`src/rtl/gaussian_window_sched_if.sv`:
```
// Handshake bundle between the Gaussian frame sequencer and its FIFOs/datapath.
// The master side drives start, in_empty and out_rd; the scheduler sits on the slave side.
interface gaussian_window_sched_if #(
    parameter int unsigned IMG_WIDTH  = 720,
    parameter int unsigned IMG_HEIGHT = 540
);
    localparam int unsigned XW = $clog2(IMG_WIDTH + 5);
    localparam int unsigned YW = $clog2(IMG_HEIGHT + 5);

    logic          start;
    logic          in_empty;
    logic          in_rd_en;
    logic          win_shift;
    logic [XW-1:0] x;
    logic [YW-1:0] y;
    logic          out_rd;
    logic          out_wr_en;
    logic          out_last;
    logic          busy;
    logic          done;

    modport master (
        output start, in_empty, out_rd,
        input  in_rd_en, win_shift, x, y, out_wr_en, out_last, busy, done
    );

    modport slave (
        input  start, in_empty, out_rd,
        output in_rd_en, win_shift, x, y, out_wr_en, out_last, busy, done
    );
endinterface

```
`src/rtl/gaussian_window_sched.sv`:
```
// Frame sequencer for the 5x5 Gaussian datapath: sweeps the padded raster, pops input pixels,
// and lines up the output FIFO write strobe with the fixed-latency, non-stallable datapath.
module gaussian_window_sched #(
    parameter int unsigned IMG_WIDTH  = 720,
    parameter int unsigned IMG_HEIGHT = 540,
    parameter int unsigned LATENCY    = 19,
    parameter int unsigned OUT_DEPTH  = 32
) (
    input  logic                     clk,
    input  logic                     rst,
    gaussian_window_sched_if.slave   bus
);
    localparam int unsigned XW = $clog2(IMG_WIDTH + 5);
    localparam int unsigned YW = $clog2(IMG_HEIGHT + 5);
    localparam int unsigned CW = $clog2(OUT_DEPTH + 1);
    localparam int unsigned DW = $clog2(LATENCY + 1);

    localparam logic [XW-1:0] X_LAST      = XW'(IMG_WIDTH + 3);
    localparam logic [YW-1:0] Y_LAST      = YW'(IMG_HEIGHT + 3);
    localparam logic [XW-1:0] X_LAST_EMIT = XW'(IMG_WIDTH + 1);
    localparam logic [YW-1:0] Y_LAST_EMIT = YW'(IMG_HEIGHT + 1);
    localparam logic [CW-1:0] CREDIT_MAX  = CW'(OUT_DEPTH);
    localparam logic [DW-1:0] DRAIN_LAST  = DW'(LATENCY - 1);

    typedef enum logic [1:0] {
        S_IDLE  = 2'd0,
        S_RUN   = 2'd1,
        S_DRAIN = 2'd2,
        S_DONE  = 2'd3
    } state_t;

    state_t              r_state;
    state_t              w_next_state;
    logic [XW-1:0]       r_x;
    logic [YW-1:0]       r_y;
    logic [CW-1:0]       r_credits;
    logic [DW-1:0]       r_drain_cnt;
    logic [LATENCY-1:0]  r_vld;
    logic [LATENCY-1:0]  r_lst;

    logic w_need_rd;
    logic w_emit;
    logic w_step;
    logic w_x_wrap;
    logic w_frame_end;
    logic w_last;
    logic w_take;
    logic w_give;
    logic w_drain_end;

    // Position classification: real pixel to pop, and whether the window centre is inside the image
    assign w_need_rd   = (r_x < XW'(IMG_WIDTH)) && (r_y < YW'(IMG_HEIGHT));
    assign w_emit      = (r_x >= XW'(2)) && (r_x < XW'(IMG_WIDTH + 2)) &&
                         (r_y >= YW'(2)) && (r_y < YW'(IMG_HEIGHT + 2));
    assign w_step      = (r_state == S_RUN) &&
                         (!w_need_rd || !bus.in_empty) &&
                         (!w_emit || (r_credits != '0));
    assign w_x_wrap    = (r_x == X_LAST);
    assign w_frame_end = w_x_wrap && (r_y == Y_LAST);
    assign w_last      = w_step && (r_x == X_LAST_EMIT) && (r_y == Y_LAST_EMIT);
    assign w_take      = w_step && w_emit;
    assign w_give      = bus.out_rd && (r_credits != CREDIT_MAX);
    assign w_drain_end = (r_drain_cnt == DRAIN_LAST);

    always_ff @(posedge clk or posedge rst) begin
        if (rst) begin
            r_state <= S_IDLE;
        end else begin
            r_state <= w_next_state;
        end
    end

    always_comb begin
        w_next_state = r_state;
        case (r_state)
            S_IDLE:  if (bus.start)             w_next_state = S_RUN;
            S_RUN:   if (w_step && w_frame_end) w_next_state = S_DRAIN;
            S_DRAIN: if (w_drain_end)           w_next_state = S_DONE;
            S_DONE:                             w_next_state = S_IDLE;
            default:                            w_next_state = S_IDLE;
        endcase
    end

    // Raster position; the final step rewinds to (0,0) for the next frame
    always_ff @(posedge clk or posedge rst) begin
        if (rst) begin
            r_x <= '0;
            r_y <= '0;
        end else if ((r_state == S_IDLE) && bus.start) begin
            r_x <= '0;
            r_y <= '0;
        end else if (w_step) begin
            if (w_x_wrap) begin
                r_x <= '0;
                r_y <= w_frame_end ? '0 : r_y + YW'(1);
            end else begin
                r_x <= r_x + XW'(1);
            end
        end
    end

    // Counts the datapath flush after the last step
    always_ff @(posedge clk or posedge rst) begin
        if (rst) begin
            r_drain_cnt <= '0;
        end else if (r_state != S_DRAIN) begin
            r_drain_cnt <= '0;
        end else begin
            r_drain_cnt <= r_drain_cnt + DW'(1);
        end
    end

    // Output FIFO credits; a return that coincides with an issue cancels it out
    always_ff @(posedge clk or posedge rst) begin
        if (rst) begin
            r_credits <= CREDIT_MAX;
        end else if (w_take && !bus.out_rd) begin
            r_credits <= r_credits - CW'(1);
        end else if (!w_take && w_give) begin
            r_credits <= r_credits + CW'(1);
        end
    end

    // Valid/last pipe mirrors the datapath latency and never stalls
    always_ff @(posedge clk or posedge rst) begin
        if (rst) begin
            r_vld <= '0;
            r_lst <= '0;
        end else begin
            r_vld[0] <= w_take;
            r_lst[0] <= w_last;
            for (int i = 1; i < int'(LATENCY); i++) begin
                r_vld[i] <= r_vld[i-1];
                r_lst[i] <= r_lst[i-1];
            end
        end
    end

    assign bus.in_rd_en  = w_step && w_need_rd;
    assign bus.win_shift = w_step;
    assign bus.x         = r_x;
    assign bus.y         = r_y;
    assign bus.out_wr_en = r_vld[LATENCY-1];
    assign bus.out_last  = r_lst[LATENCY-1];
    assign bus.busy      = (r_state == S_RUN) || (r_state == S_DRAIN);
    assign bus.done      = (r_state == S_DONE);

endmodule

```
`src/flat_wrapper.sv`:
```
// flat-port wrapper written by rule: the top's interface ports become plain ports
module gaussian_window_sched_flat 
#(
    parameter int unsigned IMG_WIDTH  = 720,
    parameter int unsigned IMG_HEIGHT = 540,
    parameter int unsigned LATENCY    = 19,
    parameter int unsigned OUT_DEPTH  = 32
)
  (clk, rst, bus_start, bus_in_empty, bus_out_rd, bus_in_rd_en, bus_win_shift, bus_x, bus_y, bus_out_wr_en, bus_out_last, bus_busy, bus_done);
  gaussian_window_sched_if #(.IMG_WIDTH(IMG_WIDTH), .IMG_HEIGHT(IMG_HEIGHT)) bus_i ();
  input  logic clk;
  input  logic rst;
  input wire logic [$bits(bus_i.start)-1:0] bus_start;
  input wire logic [$bits(bus_i.in_empty)-1:0] bus_in_empty;
  input wire logic [$bits(bus_i.out_rd)-1:0] bus_out_rd;
  output wire logic [$bits(bus_i.in_rd_en)-1:0] bus_in_rd_en;
  output wire logic [$bits(bus_i.win_shift)-1:0] bus_win_shift;
  output wire logic [$bits(bus_i.x)-1:0] bus_x;
  output wire logic [$bits(bus_i.y)-1:0] bus_y;
  output wire logic [$bits(bus_i.out_wr_en)-1:0] bus_out_wr_en;
  output wire logic [$bits(bus_i.out_last)-1:0] bus_out_last;
  output wire logic [$bits(bus_i.busy)-1:0] bus_busy;
  output wire logic [$bits(bus_i.done)-1:0] bus_done;
  assign bus_i.start = bus_start;
  assign bus_i.in_empty = bus_in_empty;
  assign bus_i.out_rd = bus_out_rd;
  assign bus_in_rd_en = bus_i.in_rd_en;
  assign bus_win_shift = bus_i.win_shift;
  assign bus_x = bus_i.x;
  assign bus_y = bus_i.y;
  assign bus_out_wr_en = bus_i.out_wr_en;
  assign bus_out_last = bus_i.out_last;
  assign bus_busy = bus_i.busy;
  assign bus_done = bus_i.done;
  gaussian_window_sched #(.IMG_WIDTH(IMG_WIDTH), .IMG_HEIGHT(IMG_HEIGHT), .LATENCY(LATENCY), .OUT_DEPTH(OUT_DEPTH)) u_core (.clk(clk), .rst(rst), .bus(bus_i));
endmodule
```
`config.mk`:
```
export PLATFORM = sky130hd
export DESIGN_NAME = gaussian_window_sched_flat
export DESIGN_NICKNAME = d
export VERILOG_FILES = /design/src/rtl/gaussian_window_sched_if.sv /design/src/rtl/gaussian_window_sched.sv /design/src/flat_wrapper.sv
export SDC_FILE = /design/constraint.sdc
export NUM_CORES = 1
export LEC_CHECK = 0
export ABC_AREA = 1
export CAP_MARGIN = 10
export CORE_MARGIN = 5
export CORE_UTILIZATION = 40
export DETAILED_ROUTE_END_ITERATION = 10
export PLACE_DENSITY = 0.66
export SYNTH_ARGS = -nofsm -noshare
export SYNTH_HDL_FRONTEND = slang
export SYNTH_SLANG_ARGS = --single-unit
```
`constraint.sdc`:
```
create_clock -name clk -period 4.7 [get_ports clk]
set_input_delay 0.94 -clock clk [delete_from_list [all_inputs] [get_ports clk]]
set_output_delay 0.94 -clock clk [all_outputs]
set_load 0.005 [all_outputs]
```
Yosys cells after proc, flatten, opt, wreduce, memory -nomap -nowiden
Index checks and enable logic that the tools add are counted.
{"block": "totals", "wordCells": 76, "inputBits": 5, "out_inout_bits": 26, "reg_bits": 71}
{"block": "classes", "reduce_logical": 31, "n_lt_le_gt_ge": 6, "addsub": 5, "mux": 14, "eq_ne": 13}
{"cell": "2-to-1 mux 10 bit", "count": 7}
{"cell": "== test 10 bit (second input constant)", "count": 4}
{"cell": "less-than comparator 10 bit (second input constant)", "count": 4}
{"cell": "adder 10 x 1 -> 10 bit (second input constant)", "count": 2}
{"cell": ">= comparator 10 x 2 -> 1 bit (second input constant)", "count": 2}
{"cell": "logical AND 1 bit", "count": 16}
{"cell": "2-to-1 mux 6 bit", "count": 2}
{"cell": "one-hot mux 2 bit (4 select lines)", "count": 1}
{"cell": "adder 6 x 1 -> 6 bit (second input constant)", "count": 1}
{"cell": "2-to-1 mux 2 bit", "count": 3}
{"cell": "!= test 2 bit (second input constant)", "count": 3}
{"cell": "!= test 6 bit (second input constant)", "count": 1}
{"cell": "nonzero test 2 bit", "count": 3}
{"cell": "nonzero test 6 bit", "count": 1}
{"cell": "subtractor 6 x 1 -> 6 bit (second input constant)", "count": 1}
{"cell": "adder 5 x 1 -> 5 bit (second input constant)", "count": 1}
{"cell": "== test 5 bit (second input constant)", "count": 1}
{"cell": "zero test 1 bit", "count": 5}
{"cell": "2-to-1 mux 5 bit", "count": 1}
{"cell": "== test 2 bit (second input constant)", "count": 2}
{"cell": "logical OR 1 bit", "count": 3}
{"cell": "AND reduction 3 bit", "count": 1}
{"cell": "== test 2 x 1 -> 1 bit (second input constant)", "count": 1}
{"cell": "zero test 2 bit", "count": 1}
{"cell": "other kinds (2)", "count": 2}

Longest topological paths before layout
{"block": "depth", "word_depth": 12, "ltp_mapped": 22, "ltp_nobuf": 22}

Least setup slack after synthesis
OpenSTA, ideal clock, no wires.
{"block": "synth_path", "path_type": "register to register", "start": "register u_core.r_y[0] (netlist: u_core.bus.y[0])", "end": "register u_core.r_credits[5]", "path_buffers": 0, "arrival_ns": 2.482, "setup_slack_ns": 2.142, "setup_time_ns": 0.076, "required_ns": 4.624, "path_stages_with_launch": 23, "period_less_slack_ns": 2.558, "path_cell_list": "dfrtp_1 -> inv_1 -> ha_1 -> nor2_1 -> nand3_1 -> nor2_1 -> nand2_1 -> nand2_2 -> nor2_4 -> nand4_2 -> inv_2 -> nand2_2 -> inv_1 -> ha_1 -> a21oi_1 -> nand2_1 -> a21o_1 -> a21oi_1 -> nand2_1 -> nand2_1 -> nand2_1 -> nand2_1 -> nand2_1"}
{"block": "synth_between", "elab_chain_cells": 10, "elab_cells_between_ends": 18, "classes_between": "3 x order compare; 1 x mux; 14 x reduce/logical"}
{"item": "start, declared", "line": "gaussian_window_sched.sv:35", "source": "logic [YW-1:0] r_y;"}
{"item": "start signal, assigned", "line": "gaussian_window_sched.sv:95", "source": "r_y <= w_frame_end ? '0 : r_y + YW'(1);"}
{"item": "less-than comparator 10 bit or >= comparator 10 x 2 -> 1 bit (tied branches)", "line": "gaussian_window_sched.sv:52, gaussian_window_sched.sv:54"}
{"item": "logical AND 1 bit (on tied branches)", "line": "gaussian_window_sched.sv:52, gaussian_window_sched.sv:53"}
{"item": "zero test 1 bit or logical AND 1 bit (tied branches)", "line": "gaussian_window_sched.sv:56, gaussian_window_sched.sv:54"}
{"item": "logical OR 1 bit or zero test 1 bit (tied branches)", "line": "gaussian_window_sched.sv:56, gaussian_window_sched.sv:57"}
{"item": "logical AND 1 bit or logical OR 1 bit (tied branches)", "line": "gaussian_window_sched.sv:55, gaussian_window_sched.sv:57"}
{"item": "logical AND 1 bit", "line": "gaussian_window_sched.sv:56", "source": "(!w_need_rd || !bus.in_empty) &&"}
{"item": "logical AND 1 bit (*)", "line": "gaussian_window_sched.sv:61", "source": "assign w_take = w_step && w_emit;"}
{"item": "via u_core.w_take", "line": "gaussian_window_sched.sv:47", "source": "logic w_take;"}
{"item": "zero test 1 bit", "line": "gaussian_window_sched.sv:119", "source": "end else if (!w_take && w_give) begin"}
{"item": "logical AND 1 bit", "line": "gaussian_window_sched.sv:119"}
{"item": "nonzero test 2 bit (no line)"}
{"item": "end signal, assigned", "line": "gaussian_window_sched.sv:118", "source": "r_credits <= r_credits - CW'(1);"}
{"item": "end signal, assigned", "line": "gaussian_window_sched.sv:120", "source": "r_credits <= r_credits + CW'(1);"}
{"item": "end, declared", "line": "gaussian_window_sched.sv:36", "source": "logic [CW-1:0] r_credits;"}
Mark *: on every way through the listed nets, which the timed path passes. The rest lies on a longest branch.
A chain may end at the register's enable or synchronous reset.

Final worst setup path
{"block": "layout_path", "start": "input bus_in_empty", "end": "output bus_in_rd_en"}
{"block": "layout_between", "elab_chain_cells": 5}
{"item": "start, declared", "line": "flat_wrapper.sv:14", "source": "input wire logic [$bits(bus_i.in_empty)-1:0] bus_in_empty;"}
{"item": "zero test 1 bit", "line": "gaussian_window_sched.sv:56"}
{"item": "logical OR 1 bit", "line": "gaussian_window_sched.sv:56"}
{"item": "logical AND 1 bit", "line": "gaussian_window_sched.sv:55", "source": "assign w_step = (r_state == S_RUN) &&"}
{"item": "logical AND 1 bit", "line": "gaussian_window_sched.sv:56"}
{"item": "logical AND 1 bit", "line": "gaussian_window_sched.sv:139", "source": "assign bus.in_rd_en = w_step && w_need_rd;"}
{"item": "end, declared", "line": "flat_wrapper.sv:16", "source": "output wire logic [$bits(bus_i.in_rd_en)-1:0] bus_in_rd_en;"}
Every way passes these cells.

==> metrics.yaml <==
status: "completed"
hp-class: "reg -> reg"
power.density_mw_per_mm2: 522
port_buffers: 30
finalCriticalPeriod_ns: 3.42
die_w_um: 103
track_usage: 0.139
critical_path.max_stage_delay_ns: 0.54
wl_per_cell_um: 12.4
netSwitchingFraction: 0.364
ys_types: 38
rsz0062_at_grt: "no"
cts_buffers: 9
worstSetupPathType: "in -> out"
cts_resized: 0
clock-sinks: 71
p_sw_uw: 767
cts_hold_buf: 0
n_antenna_cell: 0
max_freq_mhz: 293
end_kind: "output pin"
initial_utilization: 0.414
num-nets-final: 435
fillers: 755
die_height_um: 103
synthCells: 376
crit_end: "bus_in_rd_en"
ys_seq_area_frac: 0.517
dieArea_mm2: 0.0106
post-route-period-util: 0.727
p_clk_frac: 0.246
clockBufferDepth: 2
post_cts_buffers: 0
crit_slowest_cell: "clkdlybuf4s50_1"
power.internal_mw: 1.34
totalWireLength_mm: 6.46
core_mm2: 0.00830
relSlewSlack: 0.362
timing.rr.end: "u_core.r_credits[5]"
seq_power_share: 0.400
h-tree-depth: 3
row_count: 33
max-vdd-ir-drop_mv: 0.245
antenna_found_initial: 0
io_pins: 31
clockRootBuffer: "clkbuf_8"
grt_first_pass_wirelength_mm: 11.3
grt.overflow.total: 0
hold_violations: 0
path_buf_inv: 2
grt_max_degree: 48
r2r_start: "u_core.bus.y[0]"
areaGrowthSynthToFinish_pct: 17.4
pwr-share-comb: 0.354
vias_per_cell: 4.85
synth_top_area_cell: "dfrtp_1"
syn_nets: 398
cp.depth: 5
critPathTopFamily: "buffers and inverters"
tns_ns: 0
finClkSkew_ns: 0.0129
ant_nets: 0
worst_pin_slew_ns: 0.956
netlist_area_mm2: 0.00344
drtIter0Drc: 96
syn_area_per_cell_um2: 9.14
grt_pass1_vias: 2382
setup_viol: 0
rr_worst_depth: 22
arrival_ns: 2.48
crit_top_cell: "clkdlybuf4s50_1"
clk_latency_ns: 0.34
clk_pin_slew_ns: 0.07
maxCapViolCount: 0
ys_ff_latch: 71
path_cells: "clkdlybuf4s50_1 > a21oi_4 > nand2_4 > nor3_1 > clkdlybuf4s50_1"
worst-path-max-fanout: 6
ff2ff_setup_slack_ns: 1.83
vias: 2534
firstDrtPassIters: 5
drc: 0
synth_area_leaders: "dfrtp_1 51%, nand2_1 9.4%, ha_1 5.8%"
final_layout_size_suffix_gt1_frac: 0.146
cp-start-kind: "input port"
cts_tree: "built"
routabilityCongestion: 0.881
final_core_util: 0.486
synthDominantCellAreaShare: 0.509
cellLeakagePower_nw: 1.98
dp_hpwl_mm: 4.63
ys.warnings.count: 0
setup.worst_path.start: "bus_in_empty"
final_max_slew_viol_count: 0
required_ns: 3.76
[layout make-up]
class / instances / area, um^2 / area share
tap: 105 / 131 / 0.0325
inverter: 49 / 185 / 0.0459
clock inverter: 6 / 86.3 / 0.0214
timing repair buffer: 31 / 308 / 0.0763
sequential: 71 / 1780 / 0.440
clock buffer: 9 / 124 / 0.0307
multi-input combinational: 251 / 1420 / 0.353
[cells in the final DEF, fill, tap and decap left out, drive strengths merged, types with 4 or more instances in the layout]
cell type and count:
nor3 6, clkdlybuf4s50 30, nand4 8, o21ai 22
dfrtp 70, a21oi 9, xor2 8, clkinv 4
inv 48, ha 16, nor2 44, nand3 29
nand2 96, clkbuf 9
[through the flow]
| step | hold WS [ns] | instances | power [mW] | instance area [um^2] | setup slack, ns |
|---|---|---|---|---|---|
| final | 0.351 | 522 | 2.11 | 4040 | 1.28 |
| after global routing | 0.358 | 522 | 2.28 | 4040 | 1.11 |
| after CTS | 0.352 | 522 | 2.14 | 4040 | 1.27 |
| after detailed placement | 0.335 | 507 | 1.61 | 3830 | 1.29 |
| after global placement | 0.334 | 507 | 1.59 | 3830 | 1.31 |
| after floorplan | 0.331 | 376 | 1.37 | 3440 | 1.97 |
[sequential cells by signal (all words and copies together) (netlist names)]
signal,cells
u_core.bus.x,10
u_core.bus.y,10
u_core.r_credits,6
u_core.r_drain_cnt,5
u_core.r_lst,19
u_core.r_state,2
u_core.r_vld,19
[routing by layer]
layer | share of wire | vias up | track usage
li1 | - | 1273 | -
met1 | 0.49 | 1196 | 0.192
met2 | 0.45 | 60 | 0.206
met3 | 0.049 | 5 | 0.0433
met4 | 0.0082 | 0 | 0.0484
met5 | 0 | - | 0
[worst min path at each step]
stage                          from               end  slack [ns]  depth (start not counted)
floorplan           u_core.r_lst[9]  u_core.r_lst[10]        0.33                          0
global placement    u_core.r_lst[7]   u_core.r_lst[8]        0.33                          0
detailed placement  u_core.r_lst[8]   u_core.r_lst[9]        0.33                          0
CTS                 u_core.r_lst[0]   u_core.r_lst[1]        0.35                          0
global route        u_core.r_vld[9]  u_core.r_vld[10]        0.36                          0
finish              u_core.r_lst[7]   u_core.r_lst[8]        0.35                          0
[power by group through the flow]
stage / sequential (mW) / clock (mW) / combinational, mW
3_3_place_gp: 0.850 / 0 / 0.736
2_1_floorplan: 0.832 / 0 / 0.533
3_5_place_dp: 0.853 / 0 / 0.754
5_1_grt: 0.862 / 0.569 / 0.849
4_1_cts: 0.842 / 0.545 / 0.757
6_report: 0.842 / 0.518 / 0.747
[synthesized netlist by cell type (all sizes together)]
library cell and count:
o31ai 1, dfstp 1, clkbuf 1, a21oi 9, nand2 96, dfrtp 70
o21ai 22, a22oi 1, nor2 44, nand3 29, nand4 8, fa 1
o2111ai 1, clkinv 1, inv 48, a31oi 1, nor3 6, a21o 1
nor4 2, ha 16, or2 3, nor3b 1, xnor2 1, xor2 8
buf 4
[logic make-up (layout without fill, tap and decap cells)]
| family | after synthesis | in the layout | synth area share |
|---|---|---|---|
| adder cells (fa/ha/maj) | 17 | 17 | 0.0640 |
| buffers and inverters | 54 | 95 | 0.0688 |
| AO/OA/AOI/OAI | 36 | 36 | 0.0702 |
| flip-flops | 71 | 71 | 0.517 |
| XOR/XNOR | 9 | 9 | 0.0229 |
| AND/OR/NAND/NOR | 189 | 189 | 0.257 |
Power figures use the tool's default switching activity.
